**src/rtl/agc_pkg.sv**
```systemverilog
// Shared types and helpers for the ADC auto-gain controller: FSM/verdict enums,
// default 12-bit 4-level threshold tables, table slicing and window classification.
package agc_pkg;

  typedef enum logic [1:0] {
    ST_IDLE   = 2'd0,
    ST_SAMPLE = 2'd1,
    ST_EVAL   = 2'd2,
    ST_SETTLE = 2'd3
  } agc_state_e;

  typedef enum logic [1:0] {
    VD_OK   = 2'd0,
    VD_UP   = 2'd1,
    VD_DOWN = 2'd2
  } agc_verdict_e;

  localparam int AGC_DEF_ADC_W     = 12;
  localparam int AGC_DEF_NUM_GAINS = 4;

  // Entry i lives at [i*ADC_W +: ADC_W]; the rightmost literal is gain index 0.
  localparam logic [AGC_DEF_NUM_GAINS*AGC_DEF_ADC_W-1:0] AGC_DEF_LOWER_TBL =
    {12'd1798, 12'd1791, 12'd1791, 12'd1791};
  localparam logic [AGC_DEF_NUM_GAINS*AGC_DEF_ADC_W-1:0] AGC_DEF_UPPER_TBL =
    {12'd3883, 12'd3723, 12'd3883, 12'd3685};

  localparam int TBL_MAX_BITS = 512;

  function automatic logic [31:0] tbl_slice(input logic [TBL_MAX_BITS-1:0] tbl,
                                            input int unsigned idx,
                                            input int unsigned w);
    logic [TBL_MAX_BITS-1:0] sh;
    sh = tbl >> (idx * w);
    return sh[31:0] & ((32'd1 << w) - 32'd1);
  endfunction

  // Too-hot beats too-quiet when both limits are crossed.
  function automatic agc_verdict_e classify(input logic [31:0] peak,
                                            input logic [31:0] lo,
                                            input logic [31:0] hi);
    if (peak > hi) return VD_DOWN;
    if (peak < lo) return VD_UP;
    return VD_OK;
  endfunction

endpackage

```
**src/rtl/agc_window_stats.sv**
```systemverilog
// Per-window peak/valley/count accumulator; done fires with the final sample of
// a 2**WIN_LOG2 window so the updated extremes are visible on the next clock.
module agc_window_stats #(
  parameter int ADC_W    = 12,
  parameter int WIN_LOG2 = 9
) (
  input  logic             clk,
  input  logic             rst,
  input  logic             clr,
  input  logic             smp_vld,
  input  logic [ADC_W-1:0] smp,
  output logic [ADC_W-1:0] peak,
  output logic [ADC_W-1:0] valley,
  output logic             done
);

  localparam logic [WIN_LOG2:0] LAST = {1'b0, {WIN_LOG2{1'b1}}};

  logic [ADC_W-1:0]  peak_q, peak_d, valley_q, valley_d;
  logic [WIN_LOG2:0] cnt_q, cnt_d;
  logic              take;

  always_comb begin
    peak_d   = peak_q;
    valley_d = valley_q;
    cnt_d    = cnt_q;
    take     = smp_vld && !clr && !cnt_q[WIN_LOG2];
    if (clr) begin
      peak_d   = '0;
      valley_d = '1;
      cnt_d    = '0;
    end else if (take) begin
      if (smp > peak_q)   peak_d   = smp;
      if (smp < valley_q) valley_d = smp;
      cnt_d = cnt_q + 1'b1;
    end
  end

  assign done   = take && (cnt_q == LAST);
  assign peak   = peak_q;
  assign valley = valley_q;

  always_ff @(posedge clk or posedge rst) begin
    if (rst) begin
      peak_q   <= '0;
      valley_q <= '1;
      cnt_q    <= '0;
    end else begin
      peak_q   <= peak_d;
      valley_q <= valley_d;
      cnt_q    <= cnt_d;
    end
  end

endmodule

```
**src/rtl/agc_gain_ctrl_param.sv**
```systemverilog
// ADC front-end auto-gain controller: window verdicts with multi-window confirmation,
// over-voltage fast step-down, hold, post-step settle and loss-of-signal watchdog.
module agc_gain_ctrl_param
  import agc_pkg::*;
#(
  parameter int ADC_W       = 12,
  parameter int NUM_GAINS   = 4,
  parameter int GIDX_W      = $clog2(NUM_GAINS),
  parameter int WIN_LOG2    = 9,
  parameter int CONFIRM_WIN = 2,
  parameter int SETTLE_CYC  = 1000,
  parameter int WDOG_CYC    = 6_600_000,
  parameter int OV_THRESH   = 3941,
  parameter logic [NUM_GAINS*ADC_W-1:0] LOWER_TBL = AGC_DEF_LOWER_TBL,
  parameter logic [NUM_GAINS*ADC_W-1:0] UPPER_TBL = AGC_DEF_UPPER_TBL
) (
  input  logic              clk,
  input  logic              rst,
  input  logic              adc_valid,
  input  logic [ADC_W-1:0]  adc_data,
  input  logic              hold,
  output logic [GIDX_W-1:0] gain_idx,
  output logic [GIDX_W-1:0] relay_ctrl,
  output logic              stable,
  output logic              gain_changed,
  output logic              sig_lost,
  output logic [ADC_W-1:0]  win_peak,
  output logic [ADC_W-1:0]  win_valley
);

  localparam int WD_W = $clog2(WDOG_CYC + 1);
  localparam int ST_W = (SETTLE_CYC > 1) ? $clog2(SETTLE_CYC) : 1;
  localparam int CF_W = $clog2(CONFIRM_WIN + 1);

  localparam logic [ADC_W-1:0]  OV_LVL  = ADC_W'(OV_THRESH);
  localparam logic [GIDX_W-1:0] G_MAX   = GIDX_W'(NUM_GAINS - 1);
  localparam logic [WD_W-1:0]   WD_LAST = WD_W'(WDOG_CYC - 1);
  localparam logic [WD_W-1:0]   WD_SAT  = WD_W'(WDOG_CYC);
  localparam logic [ST_W-1:0]   ST_LAST = ST_W'(SETTLE_CYC - 1);
  localparam logic [CF_W-1:0]   CF_TGT  = CF_W'(CONFIRM_WIN);

  agc_state_e        state_q, state_d;
  agc_verdict_e      lastvd_q, lastvd_d, vd;
  logic [GIDX_W-1:0] g_q, g_d, relay_q, relay_d;
  logic              stable_q, stable_d, gchg_q, gchg_d, lost_q, lost_d;
  logic [ADC_W-1:0]  wpk_q, wpk_d, wvl_q, wvl_d;
  logic [CF_W-1:0]   conf_q, conf_d, conf_nxt;
  logic [ST_W-1:0]   settle_q, settle_d;
  logic [WD_W-1:0]   wdog_q, wdog_d;

  logic              wdog_fire, lost_clr, ov_step, stats_clr, stats_vld, stats_done;
  logic              at_bound, eval_step;
  logic [ADC_W-1:0]  st_peak, st_valley, lower_g, upper_g;

  agc_window_stats #(
    .ADC_W    (ADC_W),
    .WIN_LOG2 (WIN_LOG2)
  ) u_stats (
    .clk     (clk),
    .rst     (rst),
    .clr     (stats_clr),
    .smp_vld (stats_vld),
    .smp     (adc_data),
    .peak    (st_peak),
    .valley  (st_valley),
    .done    (stats_done)
  );

  // Event decode shared by the next-state and datapath processes.
  always_comb begin
    wdog_fire = !adc_valid && (wdog_q == WD_LAST);
    lost_clr  = lost_q && adc_valid;
    ov_step   = (state_q == ST_SAMPLE) && adc_valid && !lost_q &&
                (adc_data >= OV_LVL) && (g_q != '0);
    stats_clr = (state_q == ST_IDLE);
    stats_vld = (state_q == ST_SAMPLE) && adc_valid && !lost_q && !ov_step;

    lower_g = ADC_W'(tbl_slice(TBL_MAX_BITS'(LOWER_TBL), 32'(g_q), 32'(ADC_W)));
    upper_g = ADC_W'(tbl_slice(TBL_MAX_BITS'(UPPER_TBL), 32'(g_q), 32'(ADC_W)));
    vd      = classify(32'(st_peak), 32'(lower_g), 32'(upper_g));

    at_bound  = ((vd == VD_UP) && (g_q == G_MAX)) || ((vd == VD_DOWN) && (g_q == '0));
    conf_nxt  = ((vd == lastvd_q) && (conf_q != '0)) ? conf_q + 1'b1 : CF_W'(1);
    eval_step = (vd != VD_OK) && !at_bound && !hold && (conf_nxt == CF_TGT);

    wdog_d = wdog_q;
    if (adc_valid)             wdog_d = '0;
    else if (wdog_q != WD_SAT) wdog_d = wdog_q + 1'b1;
  end

  always_comb begin
    state_d = state_q;
    if (wdog_fire || lost_clr) begin
      state_d = ST_IDLE;
    end else begin
      case (state_q)
        ST_IDLE:   state_d = ST_SAMPLE;
        ST_SAMPLE: begin
          if (ov_step)         state_d = ST_SETTLE;
          else if (stats_done) state_d = ST_EVAL;
        end
        ST_EVAL:   state_d = eval_step ? ST_SETTLE : ST_IDLE;
        ST_SETTLE: if (settle_q == ST_LAST) state_d = ST_IDLE;
        default:   state_d = ST_IDLE;
      endcase
    end
  end

  always_comb begin
    g_d      = g_q;
    stable_d = stable_q;
    gchg_d   = 1'b0;
    lost_d   = lost_q;
    wpk_d    = wpk_q;
    wvl_d    = wvl_q;
    conf_d   = conf_q;
    lastvd_d = lastvd_q;
    settle_d = settle_q;
    if (wdog_fire) begin
      lost_d   = 1'b1;
      g_d      = '0;
      gchg_d   = (g_q != '0);
      stable_d = 1'b0;
      conf_d   = '0;
    end else if (lost_clr) begin
      lost_d = 1'b0;
    end else begin
      case (state_q)
        ST_SAMPLE: begin
          if (ov_step) begin
            g_d      = g_q - 1'b1;
            gchg_d   = 1'b1;
            stable_d = 1'b0;
            conf_d   = '0;
            settle_d = '0;
          end
        end
        ST_EVAL: begin
          wpk_d    = st_peak;
          wvl_d    = st_valley;
          lastvd_d = vd;
          stable_d = (vd == VD_OK);
          if ((vd == VD_OK) || at_bound || hold) begin
            conf_d = '0;
          end else if (eval_step) begin
            g_d      = (vd == VD_UP) ? g_q + 1'b1 : g_q - 1'b1;
            gchg_d   = 1'b1;
            conf_d   = '0;
            settle_d = '0;
          end else begin
            conf_d = conf_nxt;
          end
        end
        ST_SETTLE: settle_d = settle_q + 1'b1;
        default: ;
      endcase
    end
    relay_d = g_d;
  end

  always_ff @(posedge clk or posedge rst) begin
    if (rst) state_q <= ST_IDLE;
    else     state_q <= state_d;
  end

  always_ff @(posedge clk or posedge rst) begin
    if (rst) begin
      g_q      <= '0;
      relay_q  <= '0;
      stable_q <= 1'b0;
      gchg_q   <= 1'b0;
      lost_q   <= 1'b0;
      wpk_q    <= '0;
      wvl_q    <= '1;
      conf_q   <= '0;
      lastvd_q <= VD_OK;
      settle_q <= '0;
      wdog_q   <= '0;
    end else begin
      g_q      <= g_d;
      relay_q  <= relay_d;
      stable_q <= stable_d;
      gchg_q   <= gchg_d;
      lost_q   <= lost_d;
      wpk_q    <= wpk_d;
      wvl_q    <= wvl_d;
      conf_q   <= conf_d;
      lastvd_q <= lastvd_d;
      settle_q <= settle_d;
      wdog_q   <= wdog_d;
    end
  end

  assign gain_idx     = g_q;
  assign relay_ctrl   = relay_q;
  assign stable       = stable_q;
  assign gain_changed = gchg_q;
  assign sig_lost     = lost_q;
  assign win_peak     = wpk_q;
  assign win_valley   = wvl_q;

endmodule

```
**config.mk**
```make
export PLATFORM = sky130hd
export DESIGN_NAME = agc_gain_ctrl_param
export DESIGN_NICKNAME = d
export VERILOG_FILES = /design/src/rtl/agc_pkg.sv /design/src/rtl/agc_window_stats.sv /design/src/rtl/agc_gain_ctrl_param.sv
export SDC_FILE = /design/constraint.sdc
export NUM_CORES = 1
export LEC_CHECK = 0
export CAP_MARGIN = 20
export CORE_MARGIN = 1
export CORE_UTILIZATION = 30
export CTS_BUF_LIST = sky130_fd_sc_hd__clkbuf_8
export DETAILED_ROUTE_END_ITERATION = 7
export PLACE_DENSITY_LB_ADDON = 0.05
export RECOVER_POWER = 50
export SLEW_MARGIN = 20
export SYNTH_ARGS = -nofsm -noshare
export SYNTH_HDL_FRONTEND = slang
export SYNTH_HIERARCHICAL = 1
export SYNTH_SLANG_ARGS = --single-unit
```
**constraint.sdc**
```tcl
create_clock -name clk -period 6.15 [get_ports clk]
set_input_delay 1.5375 -clock clk [delete_from_list [all_inputs] [get_ports clk]]
set_output_delay 1.5375 -clock clk [all_outputs]
set_load 0.02 [all_outputs]
```
==> metrics.txt, run 1 <==
outcome=finished with violations; failing checks=max-capacitance violations, max-slew violations; Hold Violations, Final=0; share of cells above drive strength 1=0.122; crit path kind=input port to register; layer with the highest usage=met2; core area=20,200 um^2; Detailed Routing Iterations Pass 1=4; Max Slew Vio Count=35; Rel. slew slack=-0.280; CTS sink cnt=102; DRT antenna net count=0; Post-Synth XOR/XNOR Area=0.0424; initial DRC count=217; detailed placer's ending HPWL=11,400 um; synth cell count leaders=dfrtp_1, nor2_1, inv_1; met1 GRT Util=0.208; most common cell in the synthesized netlist=dfrtp_1; post-synthesis instance total=634; worst-path fanout max=24; total power=2.73 mW; number of setup buffers added after CTS=0; Cell variety after synth=64; nets=731; largest net degree at the start of global routing=55; CTS tree=built; cell area after synthesis=6190 um^2; # rows=52; syn_nets=696; met2 Usage GRT=0.268; register area share after synthesis=0.417; post-route cell area=7070 um^2; Post-DP Area=6900 um^2; total gr overflow=0; final wirelength=16,000 um; Die Wd=146 um; unrepaired setup endpoints after global routing=false; H-tree levels=3; Ys Warns=6; Reg clk slew, reported paths=100 ps; Async SR Flop Fraction=1.00; Hold Crit Class=register to register; area of the die=21,200 um^2; area grow syn2layout=14.1%; Worst EP required=6420 ps; Fin Setup TNS=0 ps; synthesized flop and latch total=102; filler instances=2,107; clk root buf=clkbuf_8; fin crit share=0.784; Post-Syn Area per Cell=9.77 um^2; Setup WS pre-CTS=963 ps; P_leak=3.04 nW; largest family of logic cells by synthesized area=simple AND/OR/NAND/NOR gates; antenna cells=0; final setup margin=1330 ps; crit start category=input port; Peak Freq=207 MHz; post-synthesis mux area share=0.0541; endpoints failing setup=0; IO Port Bufs=46; Post-synth EDFFs=0; chip height=146 um; vias in the first global route=5,093; post-route clock skew=13.8 ps; post-synthesis simple-gate area fraction=0.182; area occupied by multi-input gates=3270 um^2; Worst-Margin Slew=1920 ps; GR Util All Layers=0.161; peak supply drop=183 uV; crit path capture type=register; Hold-fix buffers, CTS=0; minimum clock period=4820 ps; clk buf depth=2; CTS resizes=0; Power Density=386 nW/um^2; initial antenna violation count=0; adder-cell area share of the yosys netlist=0.0929; register area=2580 um^2; DR vias=4,829; residual DRC count=0; DR WL/cell=16.9 um; Num CTS Buffers=9; ys flop type=dfrtp_1; Yosys top cell by area=dfrtp_1; grt met3 use=0.0310; latest clock arrival within the worst-skew pair=390 ps; max_cap viols=1; I/O Pins=47; Avg Vias per Cell=5.12; critical path arrival=5090 ps; first-pass GRT wire length=26,900 um; Initial Util=0.306; post-synthesis compound-gate area fraction=0.156; synth top area cells=dfrtp_1, dfstp_2, ha_1, mux2_2, o211ai_1; top-area cell type share of the netlist area=0.315; placer congestion estimate=0.804
==> final timing paths <==
kind                                      startpoint                           to  slack [ps]  cells past startpoint
min                            conf_q[1]$_DFFE_PP0P_        conf_q[1]$_DFFE_PP0P_         500                      2
max in group asynchronous                        rst  u_stats/peak[6]$_DFFE_PP0P_        2740                      3
max                                      adc_data[1]  u_stats/peak[0]$_DFFE_PP0P_        1330                     10
max reg2reg                relay_ctrl[0]$_DFFE_PP0P_  u_stats/peak[0]$_DFFE_PP0P_        2220                     11
min reg2reg                    conf_q[1]$_DFFE_PP0P_        conf_q[1]$_DFFE_PP0P_         500                      2
min in group asynchronous                        rst     win_peak[11]$_DFFE_PP0P_        1680                      2
==> metrics by stage <==
stage	cells	utilization	hold WS, ps
final	944	0.349	499
after global routing	944	0.349	526
after CTS	944	0.350	509
after detailed placement	928	0.341	484
after global placement	928	0.341	467
after floorplan	634	-	447
==> layout make-up <==
type,count,area share
Clock buffer,9,0.0175
Timing Repair Buffer,54,0.0726
Multi-Input combinational cell,450,0.462
Clock inverter,7,0.00655
Tap cell,270,0.0478
Sequential cell,102,0.365
Inverter,52,0.0276
==> per-layer routing <==
layer,share of wire,vias up
met5,0,-
met4,0.024,0
met3,0.032,25
met2,0.48,76
met1,0.46,2381
li1,-,2347
==> power breakdown <==
group          internal [mW]  total [mW]  switching [mW]  leakage [nW]
sequential             0.880        1.05           0.171          1.31
combinational          0.533        1.27           0.741          1.63
clock                  0.149       0.402           0.253        0.0939
==> cell usage in the layout (no fill, tap or decap), types with 8 or more instances in the layout <==
cell / count
a21oi_1: 21
and2_1: 9
and3_1: 8
clkbuf_8: 9
clkdlybuf4s50_1: 44
dfrtp_1: 78
dfstp_2: 24
ha_1: 46
inv_1: 52
mux2_2: 28
nand2_1: 45
nand3_1: 19
nand4_1: 13
nor2_1: 53
nor2b_1: 19
o211ai_1: 36
o21ai_0: 15
o311ai_0: 11
o31a_1: 8
or4_1: 12
xnor2_1: 8
xor2_1: 22
==> flip-flops by register name (all words and copies together), names as in the netlist <==
signal          flops
win_peak           12
conf_q              2
u_stats/peak       12
sig_lost            1
u_stats/valley     12
lastvd_q            2
win_valley         12
u_stats/cnt_q      10
gain_changed        1
stable              1
relay_ctrl          2
wdog_q             23
state_q             2
settle_q           10
==> cells by family after synthesis <==
| family | after synthesis |
|---|---|
| AO/OA/AOI/OAI | 131 |
| XOR/XNOR | 30 |
| adder cells (fa/ha/maj) | 46 |
| buffers and inverters | 82 |
| flip-flops | 102 |
| multiplexers | 30 |
| AND/OR/NAND/NOR | 213 |
==> critical path: stages <==
cell and delay [ps]:
clkdlybuf4s50_1 480, o21ai_0 190, a21oi_1 110, o21ai_0 670, and2_1 240, and3_1 160, nor2b_1 500, o21a_1 720
nor2_1 100, or3_1 370
No activity file was read; power rests on OpenSTA's default activity.
==> run 2: changes to the inputs <==
==> constraint.sdc (replaced) <==
create_clock -name clk -period 4.3 [get_ports clk]
set_input_delay 1.075 -clock clk [delete_from_list [all_inputs] [get_ports clk]]
set_output_delay 1.075 -clock clk [all_outputs]
set_load 0.02 [all_outputs]
==> run 2 against run 1 <==
Effect of this change:
- the run ends with max-capacitance violations left
- clock skew grew 3.4 ps
- critical path type is now register to register
- via count grew 1.4%
- routed wire length grew 2.2%
- critical path depth grew 3
- non-clock buffer count grew 12
- largest power group unchanged
- combinational power grew 49%
- cell area grew 1.7%
- register-to-register slack lost 1500 ps
==> metrics.txt, run 2 (same netlist as run 1, synthesis figures left out) <==
crit path kind=register to register (was input port to register); max_cap viols=1 (unchanged); Hold-fix buffers, CTS=0 (unchanged); critical path arrival=3840 ps (was 5090 ps); fin crit share=0.831; GR Util All Layers=0.159 (was 0.161); minimum clock period=3570 ps; post-route non-filler standard cell count=956 (was 944); outcome=finished with violations (unchanged); Max Slew Vio Count=0 (was 35); crit start category=register (was input port); final wirelength=16,300 um (was 16,000 um); CTS sink cnt=102 (unchanged); Placed Cells=940 (was 928); highest metal used=met4 (unchanged); chip height=146 um (unchanged); detailed placer's ending HPWL=12,000 um (was 11,400 um); share of cells above drive strength 1=0.134 (was 0.122); DRT antenna net count=0 (unchanged); clk root buf=clkbuf_8 (unchanged); Worst-Margin Slew=1490 ps (was 1920 ps); Largest register FFs=23 (unchanged); post-route clock skew=17.2 ps (was 13.8 ps); initial antenna violation count=0 (unchanged); Num CTS Buffers=9 (unchanged); Rel. slew slack=0.00516 (was -0.280); Hold Violations, Final=0 (unchanged); peak supply drop=218 uV (was 183 uV); I/O Pins=47 (unchanged); Setup WS pre-CTS=448 ps (was 963 ps); CTS tree=built (unchanged); endpoints failing setup=0 (unchanged); Avg Vias per Cell=5.12 (about the same); CTS resizes=0 (unchanged); placer congestion estimate=0.821 (was 0.804); vias in the first global route=5,070 (was 5,093); P_leak=3.10 nW (was 3.04 nW); DR WL/cell=17.1 um (was 16.9 um); clk buf depth=2 (unchanged); post-route cell area=7190 um^2 (was 7070 um^2); final setup margin=728 ps (was 1330 ps); # rows=52 (unchanged); Top reg by flops=wdog_q (unchanged); unrepaired setup endpoints after global routing=false (unchanged); latest clock arrival within the worst-skew pair=390 ps (about the same); Post-DP Area=6990 um^2 (was 6900 um^2); Peak Freq=280 MHz; Initial Util=0.306 (unchanged); Fin Setup TNS=0 ps (unchanged); worst reg2reg path startpoint=relay_ctrl[1]$_DFFE_PP0P_ (was relay_ctrl[0]$_DFFE_PP0P_); crit path capture type=register (unchanged); core area=20,200 um^2 (unchanged); WL met2=7980 um (was 7680 um); Worst EP required=4570 ps (was 6420 ps); met1 WL=7540 um (was 7410 um); number of setup buffers added after CTS=0 (unchanged); IO Port Bufs=46 (unchanged); H-tree levels=3 (unchanged); total gr overflow=0 (unchanged); first-pass GRT wire length=26,600 um (was 26,900 um); met3 wire len=428 um (was 504 um); worst-path fanout max=12 (was 24); initial DRC count=211 (was 217); Reg clk slew, reported paths=110 ps (was 100 ps); largest net degree at the start of global routing=37 (was 55); commonest cells after routing, fill and taps aside=dfrtp_1, nor2_1, inv_1, ha_1, nand2_1 (unchanged); antenna cells=0 (unchanged); nets=743 (was 731); Power Density=563 nW/um^2 (was 386 nW/um^2); DR vias=4,899 (was 4,829); Hold Crit Class=register to register (unchanged); area of the die=21,200 um^2 (unchanged); commonest non-fill, non-tap cell in the layout=dfrtp_1 (unchanged); Detailed Routing Iterations Pass 1=4 (unchanged); worst hold start=conf_q[0]$_DFFE_PP0P_ (was conf_q[1]$_DFFE_PP0P_); residual DRC count=0 (unchanged); area grow syn2layout=16.0% (was 14.1%); failing checks=max-capacitance violations (was max-capacitance violations, max-slew violations); Die Wd=146 um (unchanged); worst setup path startpoint=relay_ctrl[1]$_DFFE_PP0P_ (was adc_data[1])
## run 2: layout make-up
cell class / instances / area (um^2)
flip-flops and latches: 102 / 2580
clock inverters: 7 / 78.8
well taps: 270 / 338
multi-input cells: 450 / 3270
repair buffers: 66 / 599
inverters: 52 / 195
fillers: 2039 / 13000
clock buffers: 9 / 124
## run 2: critical path, cell delays in order, from the launching register on
cell	delay (ps)
dfrtp_1	490
inv_1	120
ha_1	290
inv_1	100
ha_1	300
nand4b_1	130
o31ai_1	230
o21bai_1	140
buf_4	170
o21ai_0	70
a21oi_1	270
a41oi_4	310
nor2_2	450
mux2_2	380
## run 2: final timing paths
| path | endpoint | slack (ps) | depth (start not counted) |
|---|---|---|---|
| max reg2reg | settle_q[0]$_DFFE_PP0P_ | 730 | 13 |
| min reg2reg | conf_q[0]$_DFFE_PP0P_ | 500 | 2 |
| max | settle_q[0]$_DFFE_PP0P_ | 730 | 13 |
| min in group asynchronous | u_stats/cnt_q[6]$_DFFE_PP0P_ | 1250 | 2 |
| max in group asynchronous | win_peak[0]$_DFFE_PP0P_ | 1030 | 3 |
| min | conf_q[0]$_DFFE_PP0P_ | 500 | 2 |
## run 2: power by group
group	internal [mW]	switching, mW
clock	0.277	0.370
combinational	0.800	1.09
sequential	1.26	0.251
total	2.34	1.71
## run 2: routing by layer
layer / track usage / vias to the layer above
met4: 0.0626 / 0
met2: 0.272 / 66
met5: 0 / -
li1: - / 2371
met1: 0.197 / 2437
met3: 0.0304 / 25
## run 2: metrics by stage
step	util	total power, mW	hold slack, ps
3_3_place_gp	0.346	3.39	481
2_1_floorplan	-	2.74	447
5_1_grt	0.355	4.35	509
6_report	0.355	4.04	498
4_1_cts	0.356	4.11	502
3_5_place_dp	0.346	3.44	474
